==> config.mk <==
export PLATFORM = sky130hd
export DESIGN_NAME = hack_cpu_ctrl
export DESIGN_NICKNAME = d
export VERILOG_FILES = /design/src/rtl/hack_cpu_ctrl.sv
export SDC_FILE = /design/constraint.sdc
export NUM_CORES = 1
export LEC_CHECK = 0
export ABC_AREA = 1
export CAP_MARGIN = 15
export CELL_PAD_IN_SITES_DETAIL_PLACEMENT = 1
export CELL_PAD_IN_SITES_GLOBAL_PLACEMENT = 1
export CORE_ASPECT_RATIO = 1.5
export CORE_MARGIN = 5
export CORE_UTILIZATION = 38
export CTS_CLUSTER_SIZE = 28
export DETAILED_ROUTE_END_ITERATION = 6
export GPL_TIMING_DRIVEN = 0
export HOLD_SLACK_MARGIN = 0.02
export PLACE_DENSITY_LB_ADDON = 0.1
export SETUP_SLACK_MARGIN = 0.1
export SYNTH_ARGS = -nofsm -noshare
export SYNTH_HDL_FRONTEND = slang
export SYNTH_SLANG_ARGS = --single-unit
==> constraint.sdc <==
create_clock -name clk -period 1.65 [get_ports clk]
set_input_delay 0.33 -clock clk [delete_from_list [all_inputs] [get_ports clk]]
set_output_delay 0.33 -clock clk [all_outputs]
set_load 0.01 [all_outputs]
==> src/rtl/hack_cpu_ctrl.sv <==
// Hack CPU sequencer: fetches instructions, runs the A/C instruction flow
// against an external ALU and drives the instruction/data memory handshakes.
module hack_cpu_ctrl (
    input  logic        clk,
    input  logic        rst_n,
    output logic        instr_req,
    output logic [14:0] instr_addr,
    input  logic        instr_ack,
    input  logic [15:0] instr_data,
    output logic        mem_rd,
    output logic        mem_wr,
    output logic [14:0] addressM,
    output logic [15:0] outM,
    input  logic [15:0] inM,
    input  logic        mem_ack,
    output logic [15:0] alu_x,
    output logic [15:0] alu_y,
    output logic [5:0]  alu_ctrl,
    input  logic [15:0] alu_out,
    input  logic        alu_zr,
    input  logic        alu_ng
);

    localparam int unsigned AW = 15;
    localparam int unsigned DW = 16;
    localparam int unsigned CW = 6;

    typedef enum logic [1:0] {FETCH, MEM_RD, EXEC, MEM_WR} state_e;

    state_e        state_q, state_d;
    logic [AW-1:0] pc_q, pc_d;
    logic [DW-1:0] a_q, a_d;
    logic [DW-1:0] d_q, d_d;
    logic [DW-1:0] ir_q, ir_d;
    logic [DW-1:0] mreg_q, mreg_d;
    logic [DW-1:0] res_q, res_d;
    logic          instr_req_q, instr_req_d;
    logic          mem_rd_q, mem_rd_d;
    logic          mem_wr_q, mem_wr_d;
    logic [AW-1:0] addr_m_q, addr_m_d;
    logic [DW-1:0] out_m_q, out_m_d;
    logic [DW-1:0] alu_x_q, alu_x_d;
    logic [DW-1:0] alu_y_q, alu_y_d;
    logic [CW-1:0] alu_ctrl_q, alu_ctrl_d;
    logic          take_jump;

    // Next-state, architectural updates and registered bus outputs.
    always_comb begin
        state_d    = state_q;
        pc_d       = pc_q;
        a_d        = a_q;
        d_d        = d_q;
        ir_d       = ir_q;
        mreg_d     = mreg_q;
        res_d      = res_q;
        addr_m_d   = addr_m_q;
        out_m_d    = out_m_q;
        alu_x_d    = alu_x_q;
        alu_y_d    = alu_y_q;
        alu_ctrl_d = '0;
        take_jump  = 1'b0;

        case (state_q)
            FETCH: begin
                if (instr_req_q && instr_ack) begin
                    ir_d    = instr_data;
                    state_d = (instr_data[15] && instr_data[12]) ? MEM_RD : EXEC;
                end
            end
            MEM_RD: begin
                if (mem_ack) begin
                    mreg_d  = inM;
                    state_d = EXEC;
                end
            end
            EXEC: begin
                state_d = FETCH;
                if (!ir_q[15]) begin
                    a_d  = {1'b0, ir_q[14:0]};
                    pc_d = pc_q + AW'(1);
                end else begin
                    res_d = alu_out;
                    if (ir_q[5]) a_d = alu_out;
                    if (ir_q[4]) d_d = alu_out;
                    take_jump = (ir_q[2] & alu_ng) | (ir_q[1] & alu_zr)
                              | (ir_q[0] & ~alu_ng & ~alu_zr);
                    // Jump target uses A as it was before this instruction writes it.
                    pc_d = take_jump ? a_q[AW-1:0] : pc_q + AW'(1);
                    if (ir_q[3]) state_d = MEM_WR;
                end
            end
            MEM_WR: begin
                if (mem_ack) state_d = FETCH;
            end
            default: state_d = FETCH;
        endcase

        instr_req_d = (state_d == FETCH);
        mem_rd_d    = (state_d == MEM_RD);
        mem_wr_d    = (state_d == MEM_WR);

        // Latch addresses/data only on entry so they stay stable while waiting.
        if (state_d == MEM_RD && state_q != MEM_RD) addr_m_d = a_q[AW-1:0];
        if (state_d == MEM_WR && state_q != MEM_WR) begin
            addr_m_d = a_q[AW-1:0];
            out_m_d  = alu_out;
        end

        if (state_d == EXEC) begin
            alu_x_d = d_q;
            alu_y_d = ir_d[12] ? mreg_d : a_q;
            if (ir_d[15]) alu_ctrl_d = ir_d[11:6];
        end
    end

    always_ff @(posedge clk or negedge rst_n) begin
        if (!rst_n) begin
            state_q     <= FETCH;
            pc_q        <= '0;
            a_q         <= '0;
            d_q         <= '0;
            ir_q        <= '0;
            mreg_q      <= '0;
            res_q       <= '0;
            instr_req_q <= 1'b0;
            mem_rd_q    <= 1'b0;
            mem_wr_q    <= 1'b0;
            addr_m_q    <= '0;
            out_m_q     <= '0;
            alu_x_q     <= '0;
            alu_y_q     <= '0;
            alu_ctrl_q  <= '0;
        end else begin
            state_q     <= state_d;
            pc_q        <= pc_d;
            a_q         <= a_d;
            d_q         <= d_d;
            ir_q        <= ir_d;
            mreg_q      <= mreg_d;
            res_q       <= res_d;
            instr_req_q <= instr_req_d;
            mem_rd_q    <= mem_rd_d;
            mem_wr_q    <= mem_wr_d;
            addr_m_q    <= addr_m_d;
            out_m_q     <= out_m_d;
            alu_x_q     <= alu_x_d;
            alu_y_q     <= alu_y_d;
            alu_ctrl_q  <= alu_ctrl_d;
        end
    end

    assign instr_req  = instr_req_q;
    assign instr_addr = pc_q;
    assign mem_rd     = mem_rd_q;
    assign mem_wr     = mem_wr_q;
    assign addressM   = addr_m_q;
    assign outM       = out_m_q;
    assign alu_x      = alu_x_q;
    assign alu_y      = alu_y_q;
    assign alu_ctrl   = alu_ctrl_q;

endmodule

; ---- Word level (Yosys, flattened, before mapping)
; Cells that the tools add are included.
[word_totals]
regBits = 153
in_bits = 54
output_inout_bits = 87
elab_cells = 63
[classes]
addsub = 1
n_eq_ne = 9
mux = 20
bitwise = 8
reduce_logical = 10
[op_table]
columns = operator, count
row1 = $mux 16, 7
row2 = $mux 15, 4
row3 = $add 15x1->15 const B, 1
row4 = $mux 2, 6
row5 = $mux 6, 2
row6 = $eq 2x2->1 const B, 4
row7 = $pmux 2 s4, 1
row8 = $and 1x1->1, 4
row9 = $eq 2x1->1 const B, 2
row10 = $logic_and 1x1->1, 4
row11 = $logic_not 2->1, 2
row12 = $ne 2x2->1 const B, 2
row13 = $reduce_and 2->1, 2
row14 = $reduce_and 3->1, 1
row15 = $ne 2x1->1 const B, 1
row16 = $not 1->1, 2
row17 = $or 1x1->1, 2
row18 = $reduce_bool 2->1, 1

; ---- Depth between registers and ports, before layout
; Gate-level depths: netlist of run 1.
[logic_depth]
word_depth = 8
mapped_depth = 11
mapped_depth_nobuf = 10

; ---- Worst setup path after synthesis of run 1
; OpenSTA, ideal clock, no wires.
[synth_timing]
kind = register to register
startpoint = register pc_q[0], in the netlist instr_addr[0]
endpoint = register pc_q[10], in the netlist instr_addr[10]
setup_ns = 0.116
t_arrival_ns = 1.355
required_time_ns = 1.534
setup_slack_ns = 0.179
path_stages_with_launch = 9
path_buffers = 0
synth_period_minus_slack_ns = 1.471
cell_sequence = dfrtp_1 -> ha_1 -> nand2_1 -> nor2_1 -> nand2_1 -> o21ai_0 -> nand3_1 -> nand2_1 -> nand2_1
[synth_between]
elab_chain_cells = 3
[synth_rtl]
columns = item, line
row1 = "start, declared", 31  ; logic [AW-1:0] pc_q, pc_d;
row2 = "start signal, assigned", 135  ; pc_q <= pc_d;
row3 = $add 15x1->15 (*), "80, 88"
row4 = $mux 15, 88  ; pc_d = take_jump ? a_q[AW-1:0] : pc_q + AW'(1);
row5 = $mux 15 (*), 78  ; if (!ir_q[15]) begin
; Every way passes the cells marked *; elsewhere a longest branch is shown, timed or not.
; A chain may end at the register's enable or synchronous reset.

; ---- Worst setup path in the final report of run 1
[layout_timing]
startpoint = register state_q[0]
endpoint = register alu_y_q[11], in the netlist alu_y[11]
[layout_between]
elab_chain_cells = 3
word_cells_on_any_way = 12
cone_classes = eq/ne: 4 / mux: 7 / reduce/logical: 1
[layout_rtl]
columns = item, line
row1 = "start, declared", 30  ; state_e state_q, state_d;
row2 = "start signal, assigned", 134  ; state_q <= state_d;
row3 = $eq 2x2->1 (tied with other cells), 63  ; case (state_q)
row4 = $pmux 2 s4 (*), 63
row5 = net state_d[0], 30
row6 = $eq 2x2->1 (*), 109  ; if (state_d == EXEC) begin
row7 = "end signal, assigned", 147  ; alu_y_q <= alu_y_d;
row8 = "end, declared", 43  ; logic [DW-1:0] alu_y_q, alu_y_d;
; The timed path passes the listed nets; every way through them passes the cells marked *.

==> results of run 1 <==
==> through the flow <==
| stage | instance area (um^2) | utilization (%) |
|---|---|---|
| floorplan | 6641 | - |
| global placement | 8309 | 48.10 |
| detailed placement | 8338 | 48.27 |
| CTS | 9525 | 55.14 |
| global route | 10060 | 58.25 |
| finish | 10060 | 58.25 |
==> power by group through the flow <==
stage | Sequential (W) | Combinational, W | Clock, W
global route | 0.00699 | 0.0116 | 0.00421
CTS | 0.00670 | 0.00930 | 0.00403
detailed placement | 0.00679 | 0.00799 | 0
finish | 0.00682 | 0.0108 | 0.00403
floorplan | 0.00690 | 0.00388 | 0
global placement | 0.00672 | 0.00771 | 0
==> synthesized netlist by cell type (all sizes together), types with 2 or more instances <==
master / count
buf: 23
o211ai: 14
o21ai: 92
xor2: 2
o21a: 6
nand2: 262
dfrtp: 153
inv: 89
a21oi: 16
mux2: 7
clkbuf: 13
nand3: 45
nand4: 6
nor2: 45
nand3b: 2
==> per-layer routing <==
layer	part of all wire, %	global-route usage, %
met1	37	25.68
met4	4.6	9.830
met2	54	43.05
met5	0	0
met3	4.1	5.236
==> cell families after synthesis <==
family,Yosys count
AND/OR/NAND/NOR,361
flip-flops,153
AO/OA/AOI/OAI,128
buffers and inverters,125
multiplexers,7
XOR/XNOR,2
adder cells (fa/ha/maj),1
==> state kept, by name (all words and copies together) (netlist names), 16 cells and up <==
signal	flops
alu_x	16
alu_y	16
ir_q	16
a_q	16
d_q	16
outM	16
mreg_q	16
==> critical path, delay by kind of cell, from the launching register on <==
| family | cells | cell delay, ns |
|---|---|---|
| DFF | 1 | 0.43 |
| and+or+nand+nor | 7 | 0.64 |
| buffers and inverters | 6 | 0.65 |
==> cells in the final DEF (no fill, tap or decap), types with 8 or more instances in the layout <==
master,instances
sky130_fd_sc_hd__nand2_1,200
sky130_fd_sc_hd__dfrtp_1,146
sky130_fd_sc_hd__dlygate4sd2_1,87
sky130_fd_sc_hd__inv_1,83
sky130_fd_sc_hd__clkdlybuf4s50_1,52
sky130_fd_sc_hd__o21ai_1,49
sky130_fd_sc_hd__nand2_2,47
sky130_fd_sc_hd__nand3_1,40
sky130_fd_sc_hd__buf_4,37
sky130_fd_sc_hd__nor2_1,34
sky130_fd_sc_hd__o21ai_0,31
sky130_fd_sc_hd__buf_6,23
sky130_fd_sc_hd__clkbuf_16,19
sky130_fd_sc_hd__a21oi_1,15
sky130_fd_sc_hd__o211ai_1,14
sky130_fd_sc_hd__nand2_4,13
sky130_fd_sc_hd__o21ai_2,12
sky130_fd_sc_hd__nor2_4,8
sky130_fd_sc_hd__buf_8,8
==> final cells by class <==
type	count	area, um^2	share of cell area (%)
flip-flops and latches	153	3837	38.14
multi-input cells	499	2681	26.65
repair buffers	197	1971	19.58
clock buffers	17	425.4	4.228
plain buffers	36	364.1	3.618
inverters	89	344.1	3.420
well taps	213	266.5	2.649
clock inverters	15	172.7	1.716
==> path summary, 6_finish.rpt <==
check	to	slack, ns	cells past startpoint
min reg2reg	alu_x[12]$_DFFE_PN0P_	0.48	2
max	alu_y[11]$_DFFE_PN0P_	-0.15	13
min	mreg_q[6]$_DFF_PN0_	0.47	3
max in group asynchronous	instr_addr[4]$_DFFE_PN0P_	0.29	3
min in group asynchronous	mreg_q[4]$_DFF_PN0_	0.48	2
max reg2reg	alu_y[11]$_DFFE_PN0P_	-0.15	13
==> timing repair <==
item / 4_1_cts / 5_1_grt
setup endpoints to repair: 189 / 113
resized for setup: 195 / 176
buffers inserted: 29 / 19
pin swaps: 17 / 20
gates cloned: 6 / 3
hold endpoints to repair: 70 / 0
hold buffers: 1 / 0
==> summary.txt, run 1 <==
Detailed routing
  • Drt total wl: 25160 um
  • DRC marker count from the first detailed-route iteration: 303
  • Avg Vias per Cell: 5.203
  • Antenna viol nets, final: 0
  • Residual DRC count: 0
  • Detailed-router iteration count before antenna repair: 4
  • Total number of vias: 6343
  • Average wire per cell in the routed design: 20.64 um

Pwr
  • Pwr Density: 2148 nW/um^2
  • VDD IR max: 0.8808 mV
  • Reg power frac: 31.6%
  • Clock network fraction of design power: 18.7%
  • Internal power contribution: 0.01251 W
  • Leakage power figure: 5.058 nW
  • Total power: 0.02161 W
  • Combinational power share: 49.8%
  • Switching fraction of total power: 42.10%
  • Power spent charging and discharging nets: 0.009098 W

Yosys
  • Simple logic cell fraction of the synthesized area: 22.59%
  • Count of synthesis-stage warnings from yosys: 0
  • Multiplexer share of the synthesized area: 1.187%
  • Synthesized instance count: 777
  • Combined area of all synthesized cells: 6641 um^2
  • Main combinational cell family by area after synthesis: simple AND/OR/NAND/NOR gates
  • Seq cells post-synth: 153
  • Adder and majority cell fraction of the synthesized area: 0.1884%
  • Share of flip-flops with an asynchronous set or reset: 100.0%
  • Portion of the post-synthesis area used by sequential elements: 57.65%
  • Top_reg_cell synth: sky130_fd_sc_hd__dfrtp_1
  • Area share of xor/xnor cells in the synthesized design: 0.2638%
  • Leading area contributor after synthesis: sky130_fd_sc_hd__dfrtp_1
  • Post-synth EDFFs: 0
  • Count of unique library cells instantiated by Yosys: 26
  • Area share of the largest cell type after synthesis: 57.65%
  • Top cells by area in the synthesized netlist: sky130_fd_sc_hd__dfrtp_1, sky130_fd_sc_hd__nand2_1, sky130_fd_sc_hd__o21ai_0
  • Compound-Gate Fraction of Synth Area: 10.46%
  • Total nets after synthesis: 832
  • Average instance area after synthesis: 8.547 um^2

Placement
  • Routability Congestion: 0.8338
  • # placed instances: 1131
  • Hpwl dp: 16410 um
  • Pre-CTS setup slack: -0.4470 ns
  • Port Buf Inserts: 140

Clocking
  • Clock insertion delay at the later pin of the skew report: 0.44 ns
  • Maximum level of the CTS H-tree: 4
  • Clock sink count: 153
  • Clock-pin slew on the worst setup and hold paths: 0.07 ns
  • Number of buffers inserted during clock tree synthesis: 17
  • Clock tree from TritonCTS: yes
  • Longest Clk Path Bufs: 2
  • Clock tree root buffer cell: sky130_fd_sc_hd__clkbuf_16

Die
  • Floorplan core area: 17270 um^2
  • Count of pins on the block boundary: 141
  • DIE AREA: 20280 um^2
  • X dimension of the die: 117.9 um
  • Std cell rows: 59
  • Initial standard-cell utilization of the core: 38.45%
  • Chip Height: 171.9 um

STA
  • Count of endpoints failing setup in the final report: 42
  • Final Hold Violating Endpoints: 0
  • Transition time at the pin with the least slew margin: 0.6787 ns
  • Final critical delay including setup and external delays: 1.803 ns
  • Final critical-path share of the clock period: 109.3%
  • Setup ws final: -0.1527 ns
  • Worst clock skew: 0.01053 ns
  • Max frequency: 554.7 MHz
  • Max-slew violation count: 0
  • Setup_tns: -2.821 ns
  • Tightest hold margin: 0.4730 ns
  • Relative slew slack: 54.76%
  • RSZ-0062 raised after global routing: yes

Min path
  • Origin of the worst min-delay path: inM[6]
  • Type of the worst min-delay path: in -> reg

Worst setup path
  • Crit-path cells: inv_2 > nand2_4 > nor2_4 > buf_6 > nand3_4 > nand2_4 > buf_6 > inv_6 > nand2_8 > buf_6 > buf_8 > nand2_2 > nand2_1
  • Worst Path Max Fanout: 6
  • Category of the critical setup timing path: reg -> reg
  • RR Startpoint: state_q[0]$_DFF_PN0_
  • Crit-path most repeated cell: sky130_fd_sc_hd__buf_6
  • Critical path capture point type: register
  • Critical Path RT: 2.02 ns
  • Nature of the critical path startpoint: register
  • Critical Path Source: state_q[0]$_DFF_PN0_
  • Crit-path slowest cell: sky130_fd_sc_hd__dfrtp_1
  • Data arrival time at the worst-slack endpoint: 2.18 ns
  • CP max stage delay: 0.43 ns

Cells and area
  • Area growth, synth to finish: 51.51%
  • Nets: 1048
  • Share of post-route cells with drive strength above 1: 23.76%
  • Fillers: 1967
  • Number of non-filler instances in the completed layout: 1219
  • Antenna diodes: 0

Run status
  • Violated checks: setup timing
  • Result of the run: complete, but fails checks

Global routing
  • Maximum number of pins on one net before global-route repair: 84
  • GR Overflow Total: 0
  • Vias in the first global route: 6843
  • Wire length of the first global-routing pass: 37090 um
  • Combined global-route utilization of all metal layers: 23.27%
  • Initial antenna violation count: 0

Flow run
  • Count of maximum capacitance violations: 0
(Power assumes the default switching activity.)
==> run 2, diff against run 1 <==
Settings changed: CTS_CLUSTER_SIZE 28 to not set.
==> results of run 2 <==
No change in the layout: final DEF, timing and power equal those of run 1.
==> run 3, diff against run 2 <==
Settings changed: MAX_ROUTING_LAYER set to met4, SLEW_MARGIN set to 30.
==> summary.txt, run 3 (synthesized netlist as in run 1, its figures left out) <==
Cells and area
  • Area growth, synth to finish: 45.01% (was 51.51%)
  • Commonest non-fill, non-tap cell in the layout: sky130_fd_sc_hd__nand2_1 (unchanged)
  • Most frequent cells in the layout: sky130_fd_sc_hd__nand2_1, sky130_fd_sc_hd__dfrtp_1, sky130_fd_sc_hd__dlygate4sd2_1 (unchanged)
  • Nets: 1026 (was 1048)
  • Util after Layout: 55.75% (was 58.25%)
  • Share of post-route cells with drive strength above 1: 19.00% (was 23.76%)
  • Antenna diodes: 0 (unchanged)

Die
  • Chip Height: 171.9 um (unchanged)
  • Count of pins on the block boundary: 141 (unchanged)
  • DIE AREA: 20280 um^2 (unchanged)
  • Std cell rows: 59 (unchanged)
  • X dimension of the die: 117.9 um (unchanged)
  • Initial standard-cell utilization of the core: 38.45% (unchanged)
  • Floorplan core area: 17270 um^2 (unchanged)

Detailed routing
  • Drt total wl: 23240 um (was 25160 um)
  • Total number of vias: 6120 (was 6343)
  • Residual DRC count: 0 (unchanged)
  • Antenna viol nets, final: 0 (unchanged)
  • Avg Vias per Cell: 5.113 (was 5.203)
  • Average wire per cell in the routed design: 19.41 um (was 20.64 um)
  • DRC marker count from the first detailed-route iteration: 239 (was 303)
  • Detailed-router iteration count before antenna repair: 4 (unchanged)

Clocking
  • Maximum level of the CTS H-tree: 4 (unchanged)
  • Longest Clk Path Bufs: 2 (unchanged)
  • Number of buffers inserted during clock tree synthesis: 17 (unchanged)
  • Clock tree from TritonCTS: yes (unchanged)
  • Clock tree root buffer cell: sky130_fd_sc_hd__clkbuf_16 (unchanged)
  • Clock insertion delay at the later pin of the skew report: 0.43 ns (was 0.44 ns)
  • Clock-pin slew on the worst setup and hold paths: 0.07 ns (about the same)
  • Clock sink count: 153 (unchanged)

Pwr
  • Pwr Density: 2084 nW/um^2 (was 2148 nW/um^2)
  • Total power: 0.02007 W (was 0.02161 W)
  • Leakage power figure: 4.857 nW (was 5.058 nW)
  • Internal power contribution: 0.01180 W (was 0.01251 W)
  • Power spent charging and discharging nets: 0.008270 W (was 0.009098 W)
  • VDD IR max: 0.9124 mV (was 0.8808 mV)
  • Reg power frac: 33.6% (was 31.6%)
  • Clock network fraction of design power: 20.1% (was 18.7%)
  • Combinational power share: 46.3% (was 49.8%)
  • Switching fraction of total power: 41.20% (was 42.10%)

Worst setup path
  • Crit-path slowest cell: sky130_fd_sc_hd__dfrtp_1 (unchanged)
  • Nature of the critical path startpoint: register (unchanged)
  • RR Startpoint: state_q[0]$_DFF_PN0_ (unchanged)
  • Top cell family by delay on the critical path: simple AND/OR/NAND/NOR gates (was buffers and inverters)
  • Cells on worst reg2reg path: 10 (was 13)
  • Critical Path RT: 2.01 ns (was 2.02 ns)
  • Worst flop-to-flop path endpoint: alu_y[1]$_DFFE_PN0P_ (was alu_y[11]$_DFFE_PN0P_)
  • Buffers & Inverters on Critical Path: 4 (was 6)
  • Category of the critical setup timing path: reg -> reg (unchanged)
  • R2r setup slk: 0.01 ns (was -0.15 ns)
  • Critical path capture point type: register (unchanged)
  • Data arrival time at the worst-slack endpoint: 2.00 ns (was 2.18 ns)
  • Crit-path cells: inv_2 > buf_12 > nor2_4 > and2b_1 > nand2_4 > nor2_4 > buf_6 > buf_6 > nand2_2 > nand2_1 (was inv_2 > nand2_4 > nor2_4 > buf_6 > nand3_4 > nand2_4 > buf_6 > inv_6 > nand2_8 > buf_6 > buf_8 > nand2_2 > nand2_1)
  • Worst Path Max Fanout: 5 (was 6)
  • CP max stage delay: 0.41 ns (was 0.43 ns)

STA
  • Transition time at the pin with the least slew margin: 0.5441 ns (was 0.6787 ns)
  • Count of endpoints failing setup in the final report: 0 (was 42)
  • Final critical-path share of the clock period: 99.25% (was 109.3%)
  • Worst clock skew: 0.008068 ns (was 0.01053 ns)
  • RSZ-0062 raised after global routing: yes (unchanged)
  • Max-slew violation count: 0 (unchanged)
  • Tightest hold margin: 0.4636 ns (was 0.4730 ns)
  • Final Hold Violating Endpoints: 0 (unchanged)
  • Final critical delay including setup and external delays: 1.638 ns (was 1.803 ns)
  • Max frequency: 610.6 MHz (was 554.7 MHz)
  • Relative slew slack: 63.73% (was 54.76%)

Min path
  • Type of the worst min-delay path: in -> async (was in -> reg)

Global routing
  • Vias in the first global route: 6718 (was 6843)
  • Wire length of the first global-routing pass: 35620 um (was 37090 um)
  • GR Overflow Total: 0 (unchanged)
  • Maximum number of pins on one net before global-route repair: 84 (unchanged)
  • Initial antenna violation count: 0 (unchanged)
  • Combined global-route utilization of all metal layers: 22.91% (was 23.27%)

Run status
  • Result of the run: finished clean (was complete, but fails checks)

Flow run
  • Count of maximum capacitance violations: 0 (unchanged)

Placement
  • Port Buf Inserts: 140 (unchanged)
  • Routability Congestion: 0.8466 (was 0.8338)
  • Hpwl dp: 16410 um (about the same)
[run 3: changes by cell type in the layout (fill, tap and decap cells not counted), sizes merged]
cell	before	now
buf	87	59
clkbuf	23	29
bufinv	1	2
clkinv	2	3
clkinvlp	2	1
inv	99	98
[run 3: how the worst max path moves through the flow]
| stage | startpoint | end | slack, ns | cells past startpoint |
|---|---|---|---|---|
| after global placement | rst_n | outM[6]$_DFFE_PN0P_ | -5.97 | 1 |
| final | state_q[0]$_DFF_PN0_ | alu_y[1]$_DFFE_PN0P_ | 0.01 | 10 |
| after detailed placement | alu_ng | instr_addr[2]$_DFFE_PN0P_ | -0.45 | 9 |
| after CTS | state_q[0]$_DFF_PN0_ | alu_y[1]$_DFFE_PN0P_ | 0.05 | 11 |
| after global routing | state_q[0]$_DFF_PN0_ | alu_y[10]$_DFFE_PN0P_ | -0.05 | 10 |
| after floorplan | instr_addr[0]$_DFFE_PN0P_ | instr_addr[10]$_DFFE_PN0P_ | 0.18 | 8 |
[run 3: routing by layer]
layer	track usage (%)	vias up	share of wire, %	wire length [um]
li1	-	2839	-	-
met5	-	-	0	0
met4	9.631	0	3.5	803
met3	4.156	42	3.6	846
met1	24.44	3089	38	8788
met2	41.80	150	55	12800
[run 3: repair_timing]
action | 4_1_cts | 5_1_grt
endpoints found under the hold margin | 70 | 0
hold buffers | 1 | 0
setup endpoints to repair | 194 | 95
pin swaps | 32 | 12
setup buffers | 20 | 8
gates cloned | 3 | 2
gates resized for setup | 179 | 90
[run 3: power groups by stage]
| stage | Combinational, W | Sequential (W) | Clock, W |
|---|---|---|---|
| global placement | 0.00771 | 0.00672 | 0 |
| CTS | 0.00846 | 0.00671 | 0.00409 |
| global route | 0.0102 | 0.00692 | 0.00426 |
| detailed placement | 0.00800 | 0.00679 | 0 |
| finish | 0.00929 | 0.00674 | 0.00404 |
| floorplan | 0.00388 | 0.00690 | 0 |
[run 3: cell type report]
type / instances / area [um^2]
fillers: 2019 / 7644
well taps: 213 / 266.5
clock inverters: 15 / 176.4
plain buffers: 36 / 337.8
clock buffers: 17 / 425.4
multi-input cells: 499 / 2579
flip-flops and latches: 153 / 3840
inverters: 89 / 334.1
repair buffers: 175 / 1672
[run 3: through the flow]
| stage | worst slack (ns) | cells | area (um^2) | setup TNS (ns) |
|---|---|---|---|---|
| 3_5_place_dp | -0.4470 | 1131 | 8342 | -29.10 |
| 4_1_cts | 0.05112 | 1187 | 9266 | 0 |
| 6_report | 0.01234 | 1197 | 9630 | 0 |
| 5_1_grt | -0.05074 | 1197 | 9630 | -0.5864 |
| 2_1_floorplan | 0.1788 | 777 | 6641 | 0 |
| 3_3_place_gp | -5.966 | 1130 | 8309 | -936.19 |
